===== config.mk =====
export PLATFORM = sky130hd
export DESIGN_NAME = fde_sequencer
export DESIGN_NICKNAME = d
export VERILOG_FILES = /design/src/rtl/fde_sequencer.sv
export SDC_FILE = /design/constraint.sdc
export NUM_CORES = 1
export LEC_CHECK = 0
export BUFFER_PORTS_ARGS = -buffer_cell sky130_fd_sc_hd__buf_2
export CAP_MARGIN = 10
export CORE_ASPECT_RATIO = 1.2
export CORE_MARGIN = 1.5
export CORE_UTILIZATION = 45
export DETAILED_ROUTE_END_ITERATION = 8
export GPL_TIMING_DRIVEN = 0
export PLACE_DENSITY = 0.86
export SLEW_MARGIN = 15
export SYNTH_ARGS = -nofsm -noshare
export SYNTH_HDL_FRONTEND = slang
export SYNTH_SLANG_ARGS = --single-unit

===== constraint.sdc =====
create_clock -name clk -period 1.5 [get_ports clk]
set_input_delay 0.225 -clock clk [delete_from_list [all_inputs] [get_ports clk]]
set_output_delay 0.225 -clock clk [all_outputs]
set_load 0.01 [all_outputs]

===== src/rtl/fde_sequencer.sv =====
// Multi-cycle fetch/decode/execute sequencer for the 16-bit datapath.
// Latches the instruction, walks FETCH/DECODE/EXEC/MEM/WB, and drives per-cycle strobes.
module fde_sequencer #(
   parameter int MEM_TIMEOUT = 16,
   parameter int CNT_W       = 5
) (
   input  logic        clk,
   input  logic        reset,
   input  logic        en,
   input  logic [15:0] instr_in,
   input  logic        mem_ready,
   input  logic        flag_eq,
   input  logic        flag_lt,
   input  logic        flag_gt,
   output logic [15:0] ir,
   output logic [3:0]  alu_func,
   output logic        w_en,
   output logic        wb_sel,
   output logic        flag_en,
   output logic        pc_inc,
   output logic        pc_load,
   output logic        mem_en,
   output logic        mem_sel,
   output logic        read_write,
   output logic [2:0]  state,
   output logic        fault
);

   typedef enum logic [2:0] {
      S_FETCH  = 3'd0,
      S_DECODE = 3'd1,
      S_EXEC   = 3'd2,
      S_MEM    = 3'd3,
      S_WB     = 3'd4,
      S_FAULT  = 3'd5
   } state_t;

   localparam bit              TO_EN = (MEM_TIMEOUT != 0);
   localparam logic [CNT_W-1:0] LIMIT = CNT_W'(MEM_TIMEOUT - 1);

   state_t           r_state;
   logic [15:0]      r_ir;
   logic [CNT_W-1:0] r_cnt;
   logic             r_fault;

   logic [3:0] w_op;
   logic       w_act;
   logic       w_timeout;

   function automatic logic [CNT_W-1:0] sat_inc(input logic [CNT_W-1:0] v);
      return (v == {CNT_W{1'b1}}) ? v : v + 1'b1;
   endfunction

   assign w_op      = r_ir[15:12];
   // Strobes are suppressed while stalled or while reset is being applied.
   assign w_act     = en & reset;
   // The current wait cycle is the last one allowed before giving up.
   assign w_timeout = TO_EN && (r_cnt == LIMIT);

   always_ff @(posedge clk) begin
      if (!reset) begin
         r_state <= S_FETCH;
         r_ir    <= 16'h0000;
         r_cnt   <= '0;
         r_fault <= 1'b0;
      end else if (en) begin
         case (r_state)
            S_FETCH: begin
               if (mem_ready) begin
                  r_ir    <= instr_in;
                  r_state <= S_DECODE;
                  r_cnt   <= '0;
               end else if (w_timeout) begin
                  r_state <= S_FAULT;
                  r_fault <= 1'b1;
                  r_cnt   <= '0;
               end else begin
                  r_cnt <= sat_inc(r_cnt);
               end
            end
            S_DECODE: begin
               r_state <= S_EXEC;
               r_cnt   <= '0;
            end
            S_EXEC: begin
               r_state <= (w_op == 4'h8 || w_op == 4'h9) ? S_MEM : S_FETCH;
               r_cnt   <= '0;
            end
            S_MEM: begin
               if (mem_ready) begin
                  r_state <= (w_op == 4'h8) ? S_WB : S_FETCH;
                  r_cnt   <= '0;
               end else if (w_timeout) begin
                  r_state <= S_FAULT;
                  r_fault <= 1'b1;
                  r_cnt   <= '0;
               end else begin
                  r_cnt <= sat_inc(r_cnt);
               end
            end
            S_WB: begin
               r_state <= S_FETCH;
               r_cnt   <= '0;
            end
            S_FAULT: begin
               r_state <= S_FAULT;
            end
            default: begin
               r_state <= S_FETCH;
               r_cnt   <= '0;
            end
         endcase
      end
   end

   always_comb begin
      alu_func   = 4'h0;
      w_en       = 1'b0;
      wb_sel     = 1'b0;
      flag_en    = 1'b0;
      pc_inc     = 1'b0;
      pc_load    = 1'b0;
      mem_en     = 1'b0;
      mem_sel    = 1'b0;
      read_write = 1'b1;
      case (r_state)
         S_FETCH: begin
            mem_en = w_act;
            pc_inc = w_act & mem_ready;
         end
         S_DECODE: begin
            alu_func = w_op;
         end
         S_EXEC: begin
            alu_func = w_op;
            case (w_op)
               4'h1, 4'h2, 4'h3, 4'h4, 4'h5, 4'h6, 4'h7, 4'hA: w_en = w_act;
               4'hF:    flag_en = w_act;
               4'h0:    pc_load = w_act;
               4'hB:    pc_load = w_act & flag_eq;
               4'hC:    pc_load = w_act & ~flag_eq;
               4'hD:    pc_load = w_act & flag_lt;
               4'hE:    pc_load = w_act & flag_gt;
               default: ;
            endcase
         end
         S_MEM: begin
            mem_en     = w_act;
            mem_sel    = 1'b1;
            read_write = (w_op == 4'h8);
         end
         S_WB: begin
            w_en   = w_act;
            wb_sel = 1'b1;
         end
         default: ;
      endcase
   end

   assign ir    = r_ir;
   assign state = r_state;
   assign fault = r_fault;

endmodule


# Word-level counts from Yosys, hierarchy flattened

Cells that the tools add are included.

Input port bits: 23
Memory bits (read-only): 0
Bits in registers: 25
Output and inout bits: 32
Bits in latches: 0
RAM bits: 0
Memories kept: 0

Add/sub/neg operators: 1
Bitwise gates (word level): 9
Equal/unequal tests: 23
Shift operators: 0
Order comparisons: 0
Reduce and logical (&&, ||, !) cells: 9
Mux-type cells: 22
Divide/modulo/power cells: 0
Multiply operators: 0

Operators with widths:

| kind                | number |
|---|---|
| $eq 4x4->1 const B  | 8 |
| $eq 4x3->1 const B  | 4 |
| $mux 5              | 3 |
| $pmux 3 s5          | 1 |
| $mux 3              | 4 |
| $pmux 5 s2          | 1 |
| $mux 1              | 9 |
| $eq 4x2->1 const B  | 2 |
| $reduce_or 8->1     | 1 |
| $and 1x1->1         | 6 |
| $eq 3x2->1 const B  | 2 |
| $eq 3x3->1 const B  | 2 |
| $reduce_and 3->1    | 2 |
| $add 5x1->5 const B | 1 |
| $eq 5x4->1 const B  | 1 |
| $eq 5x5->1 const B  | 1 |
| $pmux 1 s5          | 1 |
| $eq 4x1->1 const B  | 1 |
| $logic_not 4->1     | 1 |
| $mux 4              | 1 |
| $ne 4x4->1 const B  | 1 |
| $reduce_and 4->1    | 1 |
| $reduce_or 2->1     | 2 |
| $eq 3x1->1 const B  | 1 |
| 5 further kinds     | 7 |

# Logic depth before layout (Yosys ltp)

Gate-level depths: netlist (run 1).

Depth after elaboration: 5
Depth in mapped cells: 7
Depth with buffers taken out: 5

# Worst setup path before layout (run 1)

Ideal clock, no wire load.

Path type: flip-flop to output port
Start: reg r_ir[13], in the netlist ir[13]
End: out pc_load
Arrival time: 1.241 ns
Path slack: 0.034 ns
Required time: 1.275 ns
Cell stages (with the launch flop): 6
Path through: dfxtp_1 -> buf_6 -> or2_2 -> nor3b_1 -> o21ai_0 -> a21oi_1

Cells in the longest elaborated chain, start to end: 3
Elaborated cells on any way between the ends: 7
Classes of those cells: 4 x eq/ne; 2 x mux; 1 x reduce/logical

RTL lines:

| what                                                 | RTL line | source |
|---|---|---|
| start, declared                                      | 42       | `logic [15:0] r_ir;` |
| start signal, assigned                               | 70       | `r_ir <= instr_in;` |
| $eq 4x4->1 / $logic_not 4->1 (equally long branches) | 136      | `case (w_op)` |
| $pmux 1 s5 *                                         | 136      |  |
| $mux 1 *                                             | 126      | `case (r_state)` |
| end, declared                                        | 21       | `output logic pc_load,` |

Mark *: on every way between the ends. The rest lies on a longest branch, timed or not.

# Final worst setup path (run 1)

Start: reg r_ir[13], in the netlist ir[13]
End: out read_write

Cells in the longest elaborated chain, start to end: 2

RTL lines:

| what          | RTL line | source |
|---|---|---|
| $eq 4x4->1    | 150      | `read_write = (w_op == 4'h8);` |
| $mux 1        | 126      |  |
| end, declared | 24       | `output logic read_write,` |

No other way between the ends.

==> results.json, run 1 <==
{
  "status": "finished with violations",
  "violations": "negative setup slack",
  "reg2regPathDepth": 6,
  "tritoncts": "built",
  "ant_nets": 0,
  "ys_seq_elements": 25,
  "yosysTopAreaCell": "dfxtp_1",
  "ys_seq_area_share_pct": 37.6,
  "min_to": "ir[13]",
  "dp_hpwl_um": 2350,
  "core_area_sq_mm": 0.00281,
  "crit_path_end_kind": "output port",
  "use_met1_pct": 27.5,
  "syn_area_sq_mm": 0.00133,
  "dp.cells": 262,
  "drt_pass1_iterations": 5,
  "r2r_start": "ir[13]",
  "grt_start_max_net_pins": 16,
  "met3_usage_pct": 2.87,
  "reg2reg_to": "state[0]",
  "critPathKind": "register to output port",
  "period_needed_ns": 1.80,
  "die_h_um": 62.6,
  "postSynth.asyncResetShare_pct": 0,
  "max_slew_margin_pct": 68.4,
  "ys_types": 39,
  "r2r_setup_slack_ns": -0.07,
  "grt_pass1_vias": 1456,
  "fin_nets": 280,
  "multiInputGateArea_sq_um": 848,
  "grt_pass1_wl_um": 6290,
  "die_area_sq_mm": 0.00329,
  "antenna_cells": 0,
  "wl_per_cell_um": 14.9,
  "clk_path_buf_depth": 2,
  "hold_viol": 0,
  "place_ws_ns": -0.0960,
  "drv_cap": 0,
  "ys.flop_type": "dfxtp_1",
  "grt_usage_pct": 24.7,
  "fmax_mhz": 556,
  "nFillCells": 218,
  "stdcell_count": 289,
  "synth_top_area_share_pct": 37.6,
  "timing.final.ws_setup_ns": -0.298,
  "cts_buffers": 3,
  "hold_start": "instr_in[13]",
  "rows": 21,
  "grt.busiest_layer": "met2",
  "final_max_slew_viol_count": 0,
  "finalSetupTns_ns": -1.50,
  "gp_congestion": 0.872,
  "leakage_nw": 0.930,
  "ys_warn_count": 0,
  "crit_fanout": 4,
  "fin_hold_ws_ns": 0.0929,
  "cp_data_required_time_ns": 1.27,
  "rsz0062_at_grt": "true",
  "cts-root-buf": "clkbuf_4",
  "htree_levels": 1,
  "areaGrowthSynthToFinish_pct": 52.3,
  "ir_drop_mv": 0.733,
  "hold_path_class": "input pin to register",
  "avgViaCountPerCell": 5.64,
  "clk_pin_slew_ns": 0.15,
  "synth_enable_flop_cells": 0,
  "setup_viol": 14,
  "io_buffers": 53,
  "use_met2_pct": 43.4,
  "grt.overflow.total": 0,
  "tightest_slew_ns": 0.474,
  "via_count": 1629,
  "hold_path_depth": 3,
  "syn-num-nets": 199,
  "first_iter_violations": 59,
  "wl_um": 4310,
  "post-route-drc-count": 0,
  "cts.sink_count": 25,
  "antenna_found_initial": 0,
  "chipWidth_um": 52.6,
  "initial_utilization_pct": 47.3,
  "cts_hold_buf": 0,
  "worstSetupStartpointType": "register",
  "critPathArrivalTime_ns": 1.57,
  "ios": 55,
  "ys_top_cells_by_area": "dfxtp_1, nand2_1, a21oi_1",
  "insertion_delay_ns": 0.33,
  "final_layout_size_suffix_gt1_share_pct": 48.2,
  "clock_skew_ns": 0.0117,
  "avgSynthCellArea_sq_um": 7.60,
  "period_share_pct": 120,
  "synth_cells": 175,
  "seq_area_sq_um": 524,
  "p_per_area_mw_per_mm2": 677
}
[worst max-delay path by stage]
stage | startpoint | endpoint | slack (ns) | depth (start not counted)
after floorplan | ir[13] | pc_load | 0.03 | 5
after global placement | en | pc_inc | -0.08 | 7
after detailed placement | en | pc_inc | -0.1 | 7
after CTS | ir[13] | pc_load | -0.18 | 5
after global routing | ir[13] | pc_load | -0.33 | 5
final | ir[13] | read_write | -0.30 | 4
[power by group]
| part | internal [mW] | switching (mW) | leakage [nW] | total (mW) |
|---|---|---|---|---|
| clock network | 0.102 | 0.217 | 0.0139 | 0.319 |
| logic | 0.170 | 0.176 | 0.708 | 0.347 |
| registers | 0.685 | 0.0206 | 0.208 | 0.706 |
[cell families (layout without fill, tap and decap cells)]
group	count (synthesis)	in the layout	synth area share (%)
buffers and inverters	17	97	6.68
xor gates and xnor gates	1	1	1.22
AOI/OAI and AO/OA	48	48	22.2
and+or+nand+nor	82	82	30.6
DFF	25	25	37.6
muxes	1	1	0.753
adders and majority gates	1	1	0.941
[worst max-delay path, cell delays in order, from the launching register on]
cell	delay, ns
dfxtp_4	0.38
buf_4	0.14
or3b_4	0.38
o21ai_1	0.17
buf_2	0.16
[routing by layer]
layer / part of all wire, % / vias to the layer above
met1: 38 / 775
met2: 53 / 73
met3: 5.4 / 18
met4: 4.0 / 0
met5: 0 / -
li1: - / 763
[metrics by stage]
| stage | instance area [sq um] | power (mW) | util (%) |
|---|---|---|---|
| finish | 2030 | 1.37 | 72.1 |
| global route | 2030 | 1.42 | 72.1 |
| CTS | 1860 | 1.31 | 66.2 |
| detailed placement | 1640 | 0.960 | 58.3 |
| global placement | 1640 | 0.955 | 58.3 |
| floorplan | 1330 | 0.871 | - |
[timing repair]
item | 4_1_cts | 5_1_grt
pin swaps | 10 | 13
setup buffers | 14 | 12
endpoints found under the hold margin | 0 | 0
setup endpoints to repair | 15 | 25
gates cloned | 0 | 1
resized for setup | 34 | 29
[cells in the final DEF, fill, tap and decap left out, types with 3 or more instances in the layout]
master,count
buf_6,6
buf_4,26
nor2_4,3
inv_1,3
a31oi_1,3
and2_1,4
dfxtp_1,18
dfxtp_4,6
o21ai_1,4
buf_2,51
nor2_2,3
nand4b_1,3
a21oi_1,22
clkbuf_4,6
nand2_1,44
[registers in the layout, indices dropped and copies added (netlist names)]
signal	flops
r_cnt	5
ir	16
state	3
fault	1
[cells in the mapped netlist, drive strengths merged, types with 4 or more instances]
cell	n
nand3	4
a21oi	23
and2	6
clkbuf	4
nor2	7
buf	10
nand2	44
dfxtp	25
nor3	4
o21ai	7
[area by class of cell]
cell class	instances	area share, %
multi-input combinational	133	41.9
sequential	25	25.9
timing repair buffer	80	24.4
buffer	10	3.71
tap	34	2.10
clock buffer	3	1.11
inverter	3	0.556
clock inverter	1	0.371
(Power assumes the default switching activity.)
==> run 2, diff against run 1 <==
- CELL_PAD_IN_SITES_DETAIL_PLACEMENT: default -> 2
- CELL_PAD_IN_SITES_GLOBAL_PLACEMENT: default -> 2
- CORE_UTILIZATION: 45 -> 25
- PLACE_DENSITY: 0.86 -> 0.88
==> results.json, run 2 (synthesis gave the netlist of run 1 again) <==
{
  "status": "finished with violations",
  "violations": "negative setup slack",
  "grt_start_max_net_pins": 17,
  "fmax_mhz": 599,
  "cp_data_required_time_ns": 1.27,
  "p_int_mw": 1.04,
  "cts_buffers": 3,
  "crit_family": "simple AND/OR/NAND/NOR gates",
  "tritoncts": "built",
  "final_layout_size_suffix_gt1_share_pct": 46.7,
  "p_clk_share_pct": 29.0,
  "fin_nets": 269,
  "grt_pass1_vias": 1702,
  "areaGrowthSynthToFinish_pct": 53.9,
  "period_share_pct": 111,
  "rows": 28,
  "critical_path_buf_inv_count": 1,
  "r2r_start": "state[0]",
  "grt_pass1_wl_um": 8370,
  "rsz0062_at_grt": "true",
  "crit_start": "ir[13]",
  "seq_power_share_pct": 47.8,
  "core_area_sq_mm": 0.00504,
  "hold_viol": 0,
  "switching_share_pct": 30.3,
  "clk_pin_slew_ns": 0.10,
  "cts-root-buf": "clkbuf_8",
  "clk_path_buf_depth": 2,
  "io_buffers": 53,
  "largest_register_ffs": 16,
  "critPathKind": "register to output port",
  "via_count": 1550,
  "hold_start": "instr_in[2]",
  "gp_congestion": 0.783,
  "grt.overflow.total": 0,
  "initial_utilization_pct": 26.4,
  "finalSetupTns_ns": -0.945,
  "chipWidth_um": 69.6,
  "setup_viol": 13,
  "cts.sink_count": 25,
  "die_area_sq_mm": 0.00577,
  "period_needed_ns": 1.67,
  "timing.final.ws_setup_ns": -0.169,
  "fin_hold_ws_ns": 0.173,
  "dp_hpwl_um": 3420,
  "post-route-drc-count": 0,
  "antenna_found_initial": 0,
  "leakage_nw": 0.902,
  "first_iter_violations": 43,
  "cts_hold_buf": 0,
  "wl_per_cell_um": 18.1,
  "max_stage_delay_ns": 0.37,
  "ant_nets": 0,
  "ios": 55,
  "worstSetupStartpointType": "register",
  "power_mw": 1.49,
  "die_h_um": 82.9,
  "grt_usage_pct": 17.9,
  "clock_skew_ns": 0.00518,
  "tightest_slew_ns": 0.501,
  "antenna_cells": 0,
  "drv_cap": 0,
  "layout_commonest_cell": "buf_2",
  "ir_drop_mv": 0.327,
  "final_cell_mix": "buf_2, nand2_1, a21oi_1, dfxtp_1, buf_4",
  "crit_path_end_kind": "output port",
  "p_per_area_mw_per_mm2": 726,
  "htree_levels": 1,
  "hold_path_class": "input pin to register",
  "drt_pass1_iterations": 4,
  "final_max_slew_viol_count": 0,
  "power_switching_mw": 0.450,
  "max_slew_margin_pct": 66.6,
  "insertion_delay_ns": 0.28,
  "combPwrFrac_pct": 23.2,
  "wl_um": 5510,
  "cpMaxStageDelayCell": "dfxtp_4",
  "crit_fanout": 6,
  "path_cells": "or2_4, nor3b_2, o21ai_1, a21oi_2, buf_2",
  "avgViaCountPerCell": 5.10,
  "critPathArrivalTime_ns": 1.44
}
==> run 2: power by group through the flow <==
| stage | registers [mW] | clock network [mW] | logic (mW) |
|---|---|---|---|
| final | 0.710 | 0.431 | 0.345 |
| after global routing | 0.714 | 0.462 | 0.373 |
| after CTS | 0.711 | 0.440 | 0.303 |
| after detailed placement | 0.723 | 0 | 0.254 |
| after global placement | 0.721 | 0 | 0.245 |
| after floorplan | 0.732 | 0 | 0.139 |
==> run 2: stage by stage <==
step	cells	utilization, %	area (sq um)	setup slack (ns)
3_3_place_gp	288	33.1	1670	-0.179
2_1_floorplan	175	-	1330	0.0336
5_1_grt	304	40.6	2050	-0.237
4_1_cts	301	38.0	1920	-0.181
3_5_place_dp	288	33.1	1670	-0.195
6_report	304	40.6	2050	-0.169
==> run 2: cell type report <==
class	count	area [sq um]
well taps	60	75.1
repair buffers	69	430
clock buffers	3	41.3
fillers	580	3000
flip-flops and latches	25	522
inverters	3	11.3
multi-input cells	133	870
clock inverters	1	7.51
plain buffers	10	90.1
==> run 2: worst paths after layout <==
check              to  slack [ns]  cells after the start
min             ir[2]        0.17                      3
min reg2reg     ir[3]        0.46                      2
max reg2reg  state[2]       -0.10                      6
max           pc_load       -0.17                      5
==> run 2: per-layer routing <==
layer / part of all wire [%] / vias to the layer above / track usage (%) / wire (um)
met5: 0 / - / 0 / 0
met4: 1.8 / 0 / 5.35 / 97
met3: 2.6 / 8 / 2.06 / 141
met2: 56 / 36 / 35.6 / 3090
met1: 40 / 767 / 19.2 / 2180
li1: - / 739 / - / -
==> run 2: tightest hold or removal path, delay by kind of cell <==
family | cells | cell delay, ns
buffers and inverters | 1 | 0.09
and+or+nand+nor | 1 | 0.05
AOI/OAI and AO/OA | 1 | 0.05
==> run 2: repair_timing <==
item,in CTS,in global routing
pin swaps,14,13
endpoints found under the setup margin,28,32
gates resized for setup,36,34
buffers inserted,12,5
hold endpoints to repair,0,0
